`config.mk`:
```
export PLATFORM = sky130hd
export DESIGN_NAME = hal_timer_sequencer
export DESIGN_NICKNAME = d
export VERILOG_FILES = /design/src/rtl/hal_timer_sequencer.sv
export SDC_FILE = /design/constraint.sdc
export NUM_CORES = 1
export LEC_CHECK = 0
export BUFFER_PORTS_ARGS = -buffer_cell sky130_fd_sc_hd__buf_2
export CAP_MARGIN = 20
export CORE_MARGIN = 3
export CORE_UTILIZATION = 56
export DETAILED_ROUTE_END_ITERATION = 8
export PLACE_DENSITY_LB_ADDON = 0.2
export SYNTH_ARGS = -nofsm -noshare
export SYNTH_HDL_FRONTEND = slang
export SYNTH_SLANG_ARGS = --single-unit
```
`constraint.sdc`:
```
create_clock -name clk_clk -period 7.8 [get_ports clk_clk]
set_input_delay 0.78 -clock clk_clk [delete_from_list [all_inputs] [get_ports clk_clk]]
set_output_delay 0.78 -clock clk_clk [all_outputs]
set_load 0.05 [all_outputs]
```
`src/rtl/hal_timer_sequencer.sv`:
```
// Avalon-MM master sequencing start/stop/snapshot/poll accesses to an interval-timer slave.
// Optional tick counter enabled by defining HAL_TIMER_TICK_COUNT_EN.
module hal_timer_sequencer #(
  parameter int unsigned CONT_MODE  = 1,
  parameter int unsigned POLL_GAP   = 0,
  parameter int unsigned MIN_PERIOD = 2
) (
  input  logic        clk_clk,
  input  logic        reset_reset,
  input  logic [31:0] cfg_period,
  input  logic        cmd_start,
  input  logic        cmd_stop,
  input  logic        cmd_snap,
  output logic        cmd_ready,
  output logic        running,
  output logic        tick,
  output logic [31:0] snap_value,
  output logic        snap_valid,
  output logic [15:0] tick_count,
  output logic [2:0]  hal_timer_address,
  output logic [15:0] hal_timer_writedata,
  input  logic [15:0] hal_timer_readdata,
  output logic        hal_timer_chipselect,
  output logic        hal_timer_write_n
);

  typedef enum logic [3:0] {
    StIdle, StWrPl, StWrPh, StWrCtl, StPollGap, StPollRd, StPollSmp,
    StClrTo, StWrStop, StSnapW, StSnapRl, StSnapSl, StSnapRh, StSnapSh
  } state_e;

  localparam logic [7:0]  GapLoad  = (POLL_GAP == 0) ? 8'd0 : 8'(POLL_GAP - 1);
  localparam logic        ContBit  = (CONT_MODE != 0);
  localparam logic [15:0] CtlStart = {12'd0, 1'b0, 1'b1, ContBit, 1'b0};
  localparam logic [15:0] CtlStop  = 16'h0008;
  localparam logic [31:0] MinP     = 32'(MIN_PERIOD);
  // With no gap the poll loop enters the read directly.
  localparam state_e      PollNext = (POLL_GAP == 0) ? StPollRd : StPollGap;

  state_e      state_q, state_d;
  logic [7:0]  gap_q, gap_d;
  logic [31:0] period_q, period_d;
  logic [15:0] snap_lo_q, snap_lo_d;
  logic [31:0] snap_value_q, snap_value_d;
  logic        snap_valid_q, snap_valid_d;
  logic        tick_q, tick_d;
  logic        running_q, running_d;
  logic        cmd_ready_q, cmd_ready_d;
  logic        cs_q, cs_d;
  logic        wn_q, wn_d;
  logic [2:0]  addr_q, addr_d;
  logic [15:0] wd_q, wd_d;
  logic [31:0] p_in;

  assign p_in = ((cfg_period < MinP) ? MinP : cfg_period) - 32'd1;

  always_comb begin
    state_d      = state_q;
    gap_d        = gap_q;
    period_d     = period_q;
    snap_lo_d    = snap_lo_q;
    snap_value_d = snap_value_q;
    snap_valid_d = 1'b0;
    running_d    = running_q;

    unique case (state_q)
      StIdle:    state_d = StIdle;
      StWrPl:    state_d = StWrPh;
      StWrPh:    state_d = StWrCtl;
      StWrCtl: begin
        running_d = 1'b1;
        state_d   = PollNext;
      end
      StPollGap: begin
        if (gap_q == 8'd0) state_d = StPollRd;
        else               gap_d   = gap_q - 8'd1;
      end
      StPollRd:  state_d = StPollSmp;
      StPollSmp: state_d = hal_timer_readdata[0] ? StClrTo : PollNext;
      StClrTo: begin
        if (CONT_MODE == 0) begin
          running_d = 1'b0;
          state_d   = StIdle;
        end else begin
          state_d = PollNext;
        end
      end
      StWrStop: begin
        running_d = 1'b0;
        state_d   = StIdle;
      end
      StSnapW:   state_d = StSnapRl;
      StSnapRl:  state_d = StSnapSl;
      StSnapSl: begin
        snap_lo_d = hal_timer_readdata;
        state_d   = StSnapRh;
      end
      StSnapRh:  state_d = StSnapSh;
      StSnapSh: begin
        snap_value_d = {hal_timer_readdata, snap_lo_q};
        snap_valid_d = 1'b1;
        state_d      = running_q ? PollNext : StIdle;
      end
      default:   state_d = StIdle;
    endcase

    // cmd_ready_q is high exactly in Idle/PollGap/PollRd; commands preempt the poll.
    if (cmd_ready_q) begin
      if (cmd_stop) begin
        state_d = StWrStop;
      end else if (cmd_start) begin
        state_d  = StWrPl;
        period_d = p_in;
      end else if (cmd_snap) begin
        state_d = StSnapW;
      end
    end

    if (state_d == StPollGap && state_q != StPollGap) gap_d = GapLoad;
  end

  // Bus and status outputs are registered from the next state.
  always_comb begin
    cmd_ready_d = (state_d == StIdle) || (state_d == StPollGap) || (state_d == StPollRd);
    tick_d      = (state_d == StClrTo);
    cs_d        = 1'b0;
    wn_d        = 1'b1;
    addr_d      = 3'd0;
    wd_d        = 16'd0;
    case (state_d)
      StWrPl:   begin cs_d = 1'b1; wn_d = 1'b0; addr_d = 3'd2; wd_d = period_d[15:0];  end
      StWrPh:   begin cs_d = 1'b1; wn_d = 1'b0; addr_d = 3'd3; wd_d = period_d[31:16]; end
      StWrCtl:  begin cs_d = 1'b1; wn_d = 1'b0; addr_d = 3'd1; wd_d = CtlStart;        end
      StPollRd: begin cs_d = 1'b1; addr_d = 3'd0;                                      end
      StClrTo:  begin cs_d = 1'b1; wn_d = 1'b0; addr_d = 3'd0;                         end
      StWrStop: begin cs_d = 1'b1; wn_d = 1'b0; addr_d = 3'd1; wd_d = CtlStop;         end
      StSnapW:  begin cs_d = 1'b1; wn_d = 1'b0; addr_d = 3'd4;                         end
      StSnapRl: begin cs_d = 1'b1; addr_d = 3'd4;                                      end
      StSnapRh: begin cs_d = 1'b1; addr_d = 3'd5;                                      end
      default:  cs_d = 1'b0;
    endcase
  end

  always_ff @(posedge clk_clk or posedge reset_reset) begin
    if (reset_reset) begin
      state_q      <= StIdle;
      gap_q        <= 8'd0;
      period_q     <= 32'd0;
      snap_lo_q    <= 16'd0;
      snap_value_q <= 32'd0;
      snap_valid_q <= 1'b0;
      tick_q       <= 1'b0;
      running_q    <= 1'b0;
      cmd_ready_q  <= 1'b1;
      cs_q         <= 1'b0;
      wn_q         <= 1'b1;
      addr_q       <= 3'd0;
      wd_q         <= 16'd0;
    end else begin
      state_q      <= state_d;
      gap_q        <= gap_d;
      period_q     <= period_d;
      snap_lo_q    <= snap_lo_d;
      snap_value_q <= snap_value_d;
      snap_valid_q <= snap_valid_d;
      tick_q       <= tick_d;
      running_q    <= running_d;
      cmd_ready_q  <= cmd_ready_d;
      cs_q         <= cs_d;
      wn_q         <= wn_d;
      addr_q       <= addr_d;
      wd_q         <= wd_d;
    end
  end

`ifdef HAL_TIMER_TICK_COUNT_EN
  logic [15:0] tick_count_q, tick_count_d;
  logic        start_acc;

  assign start_acc = cmd_ready_q & cmd_start & ~cmd_stop;

  always_comb begin
    tick_count_d = tick_count_q;
    if (start_acc)                                tick_count_d = 16'd0;
    else if (tick_d && tick_count_q != 16'hFFFF) tick_count_d = tick_count_q + 16'd1;
  end

  always_ff @(posedge clk_clk or posedge reset_reset) begin
    if (reset_reset) tick_count_q <= 16'd0;
    else             tick_count_q <= tick_count_d;
  end

  assign tick_count = tick_count_q;
`else
  assign tick_count = 16'd0;
`endif

  assign cmd_ready            = cmd_ready_q;
  assign running              = running_q;
  assign tick                 = tick_q;
  assign snap_value           = snap_value_q;
  assign snap_valid           = snap_valid_q;
  assign hal_timer_chipselect = cs_q;
  assign hal_timer_write_n    = wn_q;
  assign hal_timer_address    = addr_q;
  assign hal_timer_writedata  = wd_q;

endmodule

```
==> impl_metrics.toml, run 1 <==
[outcome]
outcome = "finished clean"

[pwr]
vdd_drop_max_v = 0.000230
leakage_nw = 2.76
p_per_area_mw_per_mm2 = 401
power.total_w = 0.00222

[timing]
clock_skew_ns = 0.0141
rsz0062_at_grt = "no"
finalMaxSlewViolations = 0
timing.setup.tns_ns = 0
slew_headroom_pct = 32.9
post-route-min-period_ns = 3.97
hold_violations = 0
setup_viol = 0
period_share_pct = 50.9
clock.fmax_mhz = 252
worst_pin_slew_ns = 1.01

[layout]
diodes = 0
post-route-util_pct = 67.0
final_nets = 648
final_layout_size_suffix_gt1_share_pct = 26.3
area_growth_pct = 16.1
fin_cells = 702

[worst_setup_path]
crit_arrival_ns = 4.18
r2r-end = "hal_timer_writedata[12]$_DFF_PP0_"
worstSetupPathType = "in2reg"
startpoint_type = "primary input"
end_kind = "register"
cp_max_fo = 8
cp_data_required_time_ns = 8.01
r2r-start = "cmd_ready$_DFF_PP1_"
reg2reg_slack_ns = 5.27
rr_worst_depth = 6

[clocking]
cts_resized = 0
cts_buffers = 9
cts_hold_buf = 0
clk_pin_slew_ns = 0.11
cts_max_path_buffers = 2
htreeDepth = 3
clock-root-buffer = "clkbuf_8"
cts_sinks = 101
cts_setup_buffers = 0
clk_latency_ns = 0.36
cts_tree = "yes"

[worst_hold_path]
hp-class = "in2async"

[floorplanning]
die_w_um = 98.3
fp.dieArea_mm2 = 0.00965
initial_core_util_pct = 57.7
coreArea_mm2 = 0.00826
pin_count = 126
rows = 33
die_y_um = 98.3

[routing]
routed_wl_um = 10200
drtIter0Drc = 93
via_count = 3716
remaining_drc_errors = 0
routedWlPerCell_um = 14.6
dr.pass1.iters = 4
postRouteAntennaNets = 0
via_per_inst = 5.29

[global_routing]
grt_first_pass_wirelength_um = 17000
gr-total-overflow = 0
grt_pass1_vias = 3567
grt_max_degree = 55
grt_use_total_pct = 21.7
antenna_found_initial = 0

[place]
hpwlAfterDp_um = 7510
gp_congestion = 0.892
portBuffers = 109
dp_cells = 686

[yosys]
synth.top_cell.area_share_pct = 52.0
synth-seq-cells = 101
ys.flop_type = "dfrtp_1"
yosysMostFrequentCell = "nand2_1"
synth_area_leaders = "dfrtp_1 52%, nand2_1 11%, mux2_2 3.8%"
syn_area_mm2 = 0.00477
synth_common_cells = "135 x nand2_1, 99 x dfrtp_1, 27 x nor2_1"
async_flop_share_pct = 100
yosysSeqAreaShare_pct = 53.1
synthCells = 492
synth_warnings = 0
postSynthAreaPerCell_um2 = 9.69
synth.distinct_cells = 56
synth_edf_count = 0
synth_top_cell_by_area = "dfrtp_1"

[job]
cap_violations = 0
-- stage by stage --
stage	setup slack [ns]	area, um2	hold WS [ns]
floorplan	4.09	4820	0.433
global placement	3.63	5320	0.439
detailed placement	3.47	5320	0.445
CTS	3.86	5540	0.473
global route	3.66	5540	0.493
finish	3.83	5540	0.462
-- worst max path at each step --
stage / start / depth (start not counted) / slack, ns / to
floorplan: cfg_period[16] / 11 / 4.09 / hal_timer_writedata[12]$_DFF_PP0_
detailed placement: cfg_period[16] / 12 / 3.47 / hal_timer_writedata[12]$_DFF_PP0_
finish: cfg_period[16] / 12 / 3.83 / hal_timer_writedata[12]$_DFF_PP0_
CTS: cfg_period[16] / 12 / 3.86 / hal_timer_writedata[12]$_DFF_PP0_
global placement: cfg_period[16] / 12 / 3.63 / hal_timer_writedata[12]$_DFF_PP0_
global route: cfg_period[5] / 12 / 3.66 / hal_timer_writedata[12]$_DFF_PP0_
-- worst max-delay path: stages --
cell,delay [ns]
buf_2,0.12
or4_4,0.57
nor4_4,0.51
and4_4,0.34
nand2b_1,0.17
ha_1,0.24
or3b_2,0.50
nor4_2,0.39
nand3_1,0.15
xor2_1,0.17
o21ai_1,0.09
o2bb2ai_1,0.16
-- state kept, by name, indices dropped and copies added (netlist names), 3 cells and up --
| register | count |
|---|---|
| period_q | 16 |
| state_q | 4 |
| snap_lo_q | 16 |
| hal_timer_address | 3 |
| hal_timer_writedata | 16 |
| snap_value | 32 |
| gap_q | 8 |
-- cell usage in the layout (no fill, tap or decap), types with 7 or more instances in the layout --
cell type  netlist  final
o21ai_0          8      8
o21ai_1         17     17
mux2_2          16     16
conb_1           1     16
clkbuf_8         0     10
dfrtp_1         99     99
o2bb2ai_1        7      7
nor2_1          27     27
xor2_1          20     20
buf_2            0    109
nor3_1          10     10
nand3_1         12     12
xnor2_1         14     14
inv_1            9      8
nand2_1        135    135
-- layout make-up --
cell class / instances / area (um2)
clock buffers: 10 / 138
clock inverters: 6 / 80.1
fillers: 692 / 2720
inverters: 10 / 40.0
multi-input cells: 359 / 2060
flip-flops and latches: 101 / 2530
well taps: 105 / 131
repair buffers: 111 / 561
-- cell families after synthesis --
kind of cell / count (synthesis) / synth area share [%]
buf+inv: 47 / 4.96
mux: 17 / 3.99
other cells: 1 / 0.0787
compound gates: 57 / 7.77
fa+ha+maj: 3 / 0.788
simple gates: 232 / 23.1
flops: 101 / 53.1
xor+xnor: 34 / 6.25
-- metal layers --
metal	vias up	part of all wire (%)	GRT usage [%]	routed length, um
met5	-	0	0	0
met4	0	1.7	7.67	174
met3	15	4.7	3.71	481
met2	90	49	34.9	5000
met1	1794	45	30.0	4590
li1	1817	-	-	-
-- report_power, final --
group / total (W) / leakage [nW] / switching (W) / internal, W
combinational: 0.00102 / 1.38 / 0.000749 / 0.000267
sequential: 0.000852 / 1.26 / 0.000111 / 0.000741
clock: 0.000352 / 0.112 / 0.000188 / 0.000163
total: 0.00222 / 2.76 / 0.00105 / 0.00117
No activity file was read; power rests on OpenSTA's default activity.
==> run 2: changes to the inputs <==
--- a/config.mk
+++ b/config.mk
@@ -5,10 +5,11 @@
 export SDC_FILE = /design/constraint.sdc
 export NUM_CORES = 1
 export LEC_CHECK = 0
+export ABC_AREA = 1
 export BUFFER_PORTS_ARGS = -buffer_cell sky130_fd_sc_hd__buf_2
 export CAP_MARGIN = 20
 export CORE_MARGIN = 3
-export CORE_UTILIZATION = 56
+export CORE_UTILIZATION = 54
 export DETAILED_ROUTE_END_ITERATION = 8
 export PLACE_DENSITY_LB_ADDON = 0.2
 export SYNTH_ARGS = -nofsm -noshare
==> constraint.sdc (replaced) <==
create_clock -name clk_clk -period 3.9 [get_ports clk_clk]
set_input_delay 0.39 -clock clk_clk [delete_from_list [all_inputs] [get_ports clk_clk]]
set_output_delay 0.39 -clock clk_clk [all_outputs]
set_load 0.05 [all_outputs]
==> run 2 against run 1 <==
Against the previous run: combinational power is 77% higher; hold slack worse by 0.20 ns; flip-flop and latch count up 10; clock skew barely moved; die area up 22%; critical path depth rose by 8; worst setup slack got worse by 2.5 ns; sequential power grew 110%; via count up 29%; critical endpoint unchanged; highest routed layer unchanged.
==> impl_metrics.toml, run 2 <==
[pwr]
swShare_pct = 46.3
clkPwrFrac_pct = 15.7
p_switching_w = 0.00197
p_int_w = 0.00228
leakage_nw = 3.47
seqPwrFrac_pct = 41.6
pwr-share-comb_pct = 42.7
power.total_w = 0.00425
p_per_area_mw_per_mm2 = 653
vdd_drop_max_v = 0.000353

[place]
portBuffers = 109
pre_cts_ws_ns = 0.949
placed_area_mm2 = 0.00630
hpwlAfterDp_um = 10000
gp_congestion = 0.879

[timing]
clock_skew_ns = 0.0139
slew_headroom_pct = 53.8
hold-worst-slack_ns = 0.262
timing.setup.tns_ns = 0
setup_viol = 0
hold_violations = 0
worst_pin_slew_ns = 0.692
period_share_pct = 66.4
finalMaxSlewViolations = 0
clock.fmax_mhz = 386
fin_ws_ns = 1.31
post-route-min-period_ns = 2.59
rsz0062_at_grt = "no"

[global_routing]
grt_use_total_pct = 23.1
gr-total-overflow = 0
met1_usage_pct = 32.1
grt_max_degree = 64
busiest_layer = "met2"
grtUsageMet3_pct = 3.88
grt_util_met2_pct = 37.8
antenna_found_initial = 0
grt_pass1_vias = 4556
grt_first_pass_wirelength_um = 21400

[yosys]
synth.distinct_cells = 41
synthCells = 718
synth-seq-cells = 111
synth.top_cell.area_share_pct = 48.1
ys.flop_type = "dfrtp_1"
syn_area_mm2 = 0.00567
postSynthAreaPerCell_um2 = 7.90
yosysSeqAreaShare_pct = 49.0
yosysMostFrequentCell = "nand2_1"
synth_area_leaders = "dfrtp_1 48%, nand2_1 14%, inv_1 6.0%"
synth_common_cells = "206 x nand2_1, 109 x dfrtp_1, 91 x inv_1"
synth_warnings = 0
async_flop_share_pct = 100
synth_edf_count = 0
synth_top_cell_by_area = "dfrtp_1"

[layout]
largest_reg_flops = 32
final_common_cell = "nand2_1"
final_cell_mix = "206 x nand2_1, 109 x dfrtp_1, 109 x buf_2"
finish.instance_area_mm2 = 0.00650
final_nets = 880
final_layout_size_suffix_gt1_share_pct = 22.3
area_growth_pct = 14.7
diodes = 0

[routing]
via_per_inst = 4.97
postRouteAntennaNets = 0
drtIter0Drc = 295
dr.pass1.iters = 5
routed_wl_um = 13000
remaining_drc_errors = 0
via_count = 4779
routedWlPerCell_um = 13.5

[clocking]
cts_sinks = 111
cts_buffers = 9
cts_resized = 0
cts_max_path_buffers = 2
clk_latency_ns = 0.38
clk_pin_slew_ns = 0.12
clock-root-buffer = "clkbuf_8"
cts_tree = "yes"
htreeDepth = 3

[worst_setup_path]
end_kind = "register"
cp_data_required_time_ns = 4.17
startpoint_type = "primary input"
crit_arrival_ns = 2.87
worstSetupPathType = "in2reg"
cp_max_fo = 5

[floorplanning]
die_y_um = 108
initial_core_util_pct = 56.7
coreArea_mm2 = 0.0100
rows = 36
pin_count = 126
fp.dieArea_mm2 = 0.0118
die_w_um = 108

[job]
cap_violations = 0

[outcome]
outcome = "finished clean"

[worst_hold_path]
hp-class = "in2reg"
==> run 2: cell types whose count changed in the layout (fill, tap and decap cells not counted), sizes merged, moves of 5 or more <==
cell	before	now
a21o	5	0
xnor2	14	2
a21oi	6	16
nor2	28	89
dfrtp	99	109
or2	1	7
mux2	16	0
o21ai	25	55
o2bb2ai	7	1
nand3	12	37
nand2b	5	0
inv	11	101
nor4	9	2
nand2	135	213
==> run 2: metrics by stage <==
step / std cells / utilization [%]
5_1_grt: 962 / 65.0
2_1_floorplan: 733 / -
6_report: 962 / 65.0
4_1_cts: 962 / 65.0
3_5_place_dp: 945 / 63.0
3_3_place_gp: 943 / 62.6
==> run 2: logic make-up after synthesis <==
group	count (synthesis)	synth area share (%)
flops	111	49.0
fa+ha+maj	3	0.662
xor+xnor	21	3.24
other cells	1	0.0661
buf+inv	134	10.3
compound gates	83	8.41
simple gates	365	28.3
==> run 2: worst paths after layout <==
path	start	to	slack [ns]	depth (start not counted)
worst max-delay path	cfg_period[23]	hal_timer_writedata[12]$_DFF_PP0_	1.31	20
worst min-delay path	hal_timer_readdata[4]	snap_value[20]$_DFFE_PP0P_	0.26	3
worst max register to register	cmd_ready$_DFF_PP1_	hal_timer_writedata[0]$_DFF_PP0_	1.71	8
worst min register to register	snap_value[14]$_DFFE_PP0P_	snap_value[14]$_DFFE_PP0P_	0.47	2
max in group asynchronous	reset_reset	period_q[24]$_DFF_PP0_	2.52	4
min in group asynchronous	reset_reset	snap_value[19]$_DFFE_PP0P_	0.53	3
==> run 2: cell type report <==
| cell class | instances | area (um2) |
|---|---|---|
| well taps | 133 | 166 |
| inverters | 99 | 375 |
| clock buffers | 9 | 124 |
| repair buffers | 115 | 621 |
| clock inverters | 7 | 66.3 |
| multi-input cells | 488 | 2370 |
| fillers | 920 | 3500 |
| flip-flops and latches | 111 | 2780 |
==> run 2: what timing repair did <==
action	in CTS	in global routing
buffers inserted	0	0
endpoints found under the hold margin	28	0
hold buffers	1	0
==> run 2: metal layers <==
layer	part of all wire [%]	wire, um	vias up
li1	-	-	2410
met1	45	5820	2221
met2	49	6310	137
met3	5.3	686	11
met4	1.1	137	0
met5	0	0	-
==> run 2: worst max-delay path: stages <==
cell and delay [ns]:
buf_2 0.10, inv_1 0.10, nand2_1 0.09, nor2_1 0.18, nand2_1 0.08, nor2_1 0.13, nand2_2 0.12, inv_2 0.08
nor2_2 0.06, inv_2 0.08, ha_1 0.16, nand2_1 0.08, nor2_1 0.21, nand2_1 0.14, nor2_2 0.22, nand4_1 0.16
xor2_1 0.26, a21oi_2 0.09, nand2_1 0.08, nand2_1 0.04
==> run 2: power by group through the flow <==
stage	clock network (W)	registers (W)	logic (W)
floorplan	0	0.00243	0.000753
global placement	0	0.00177	0.00178
detailed placement	0	0.00179	0.00182
CTS	0.000691	0.00176	0.00183
global route	0.000745	0.00180	0.00200
finish	0.000668	0.00177	0.00181
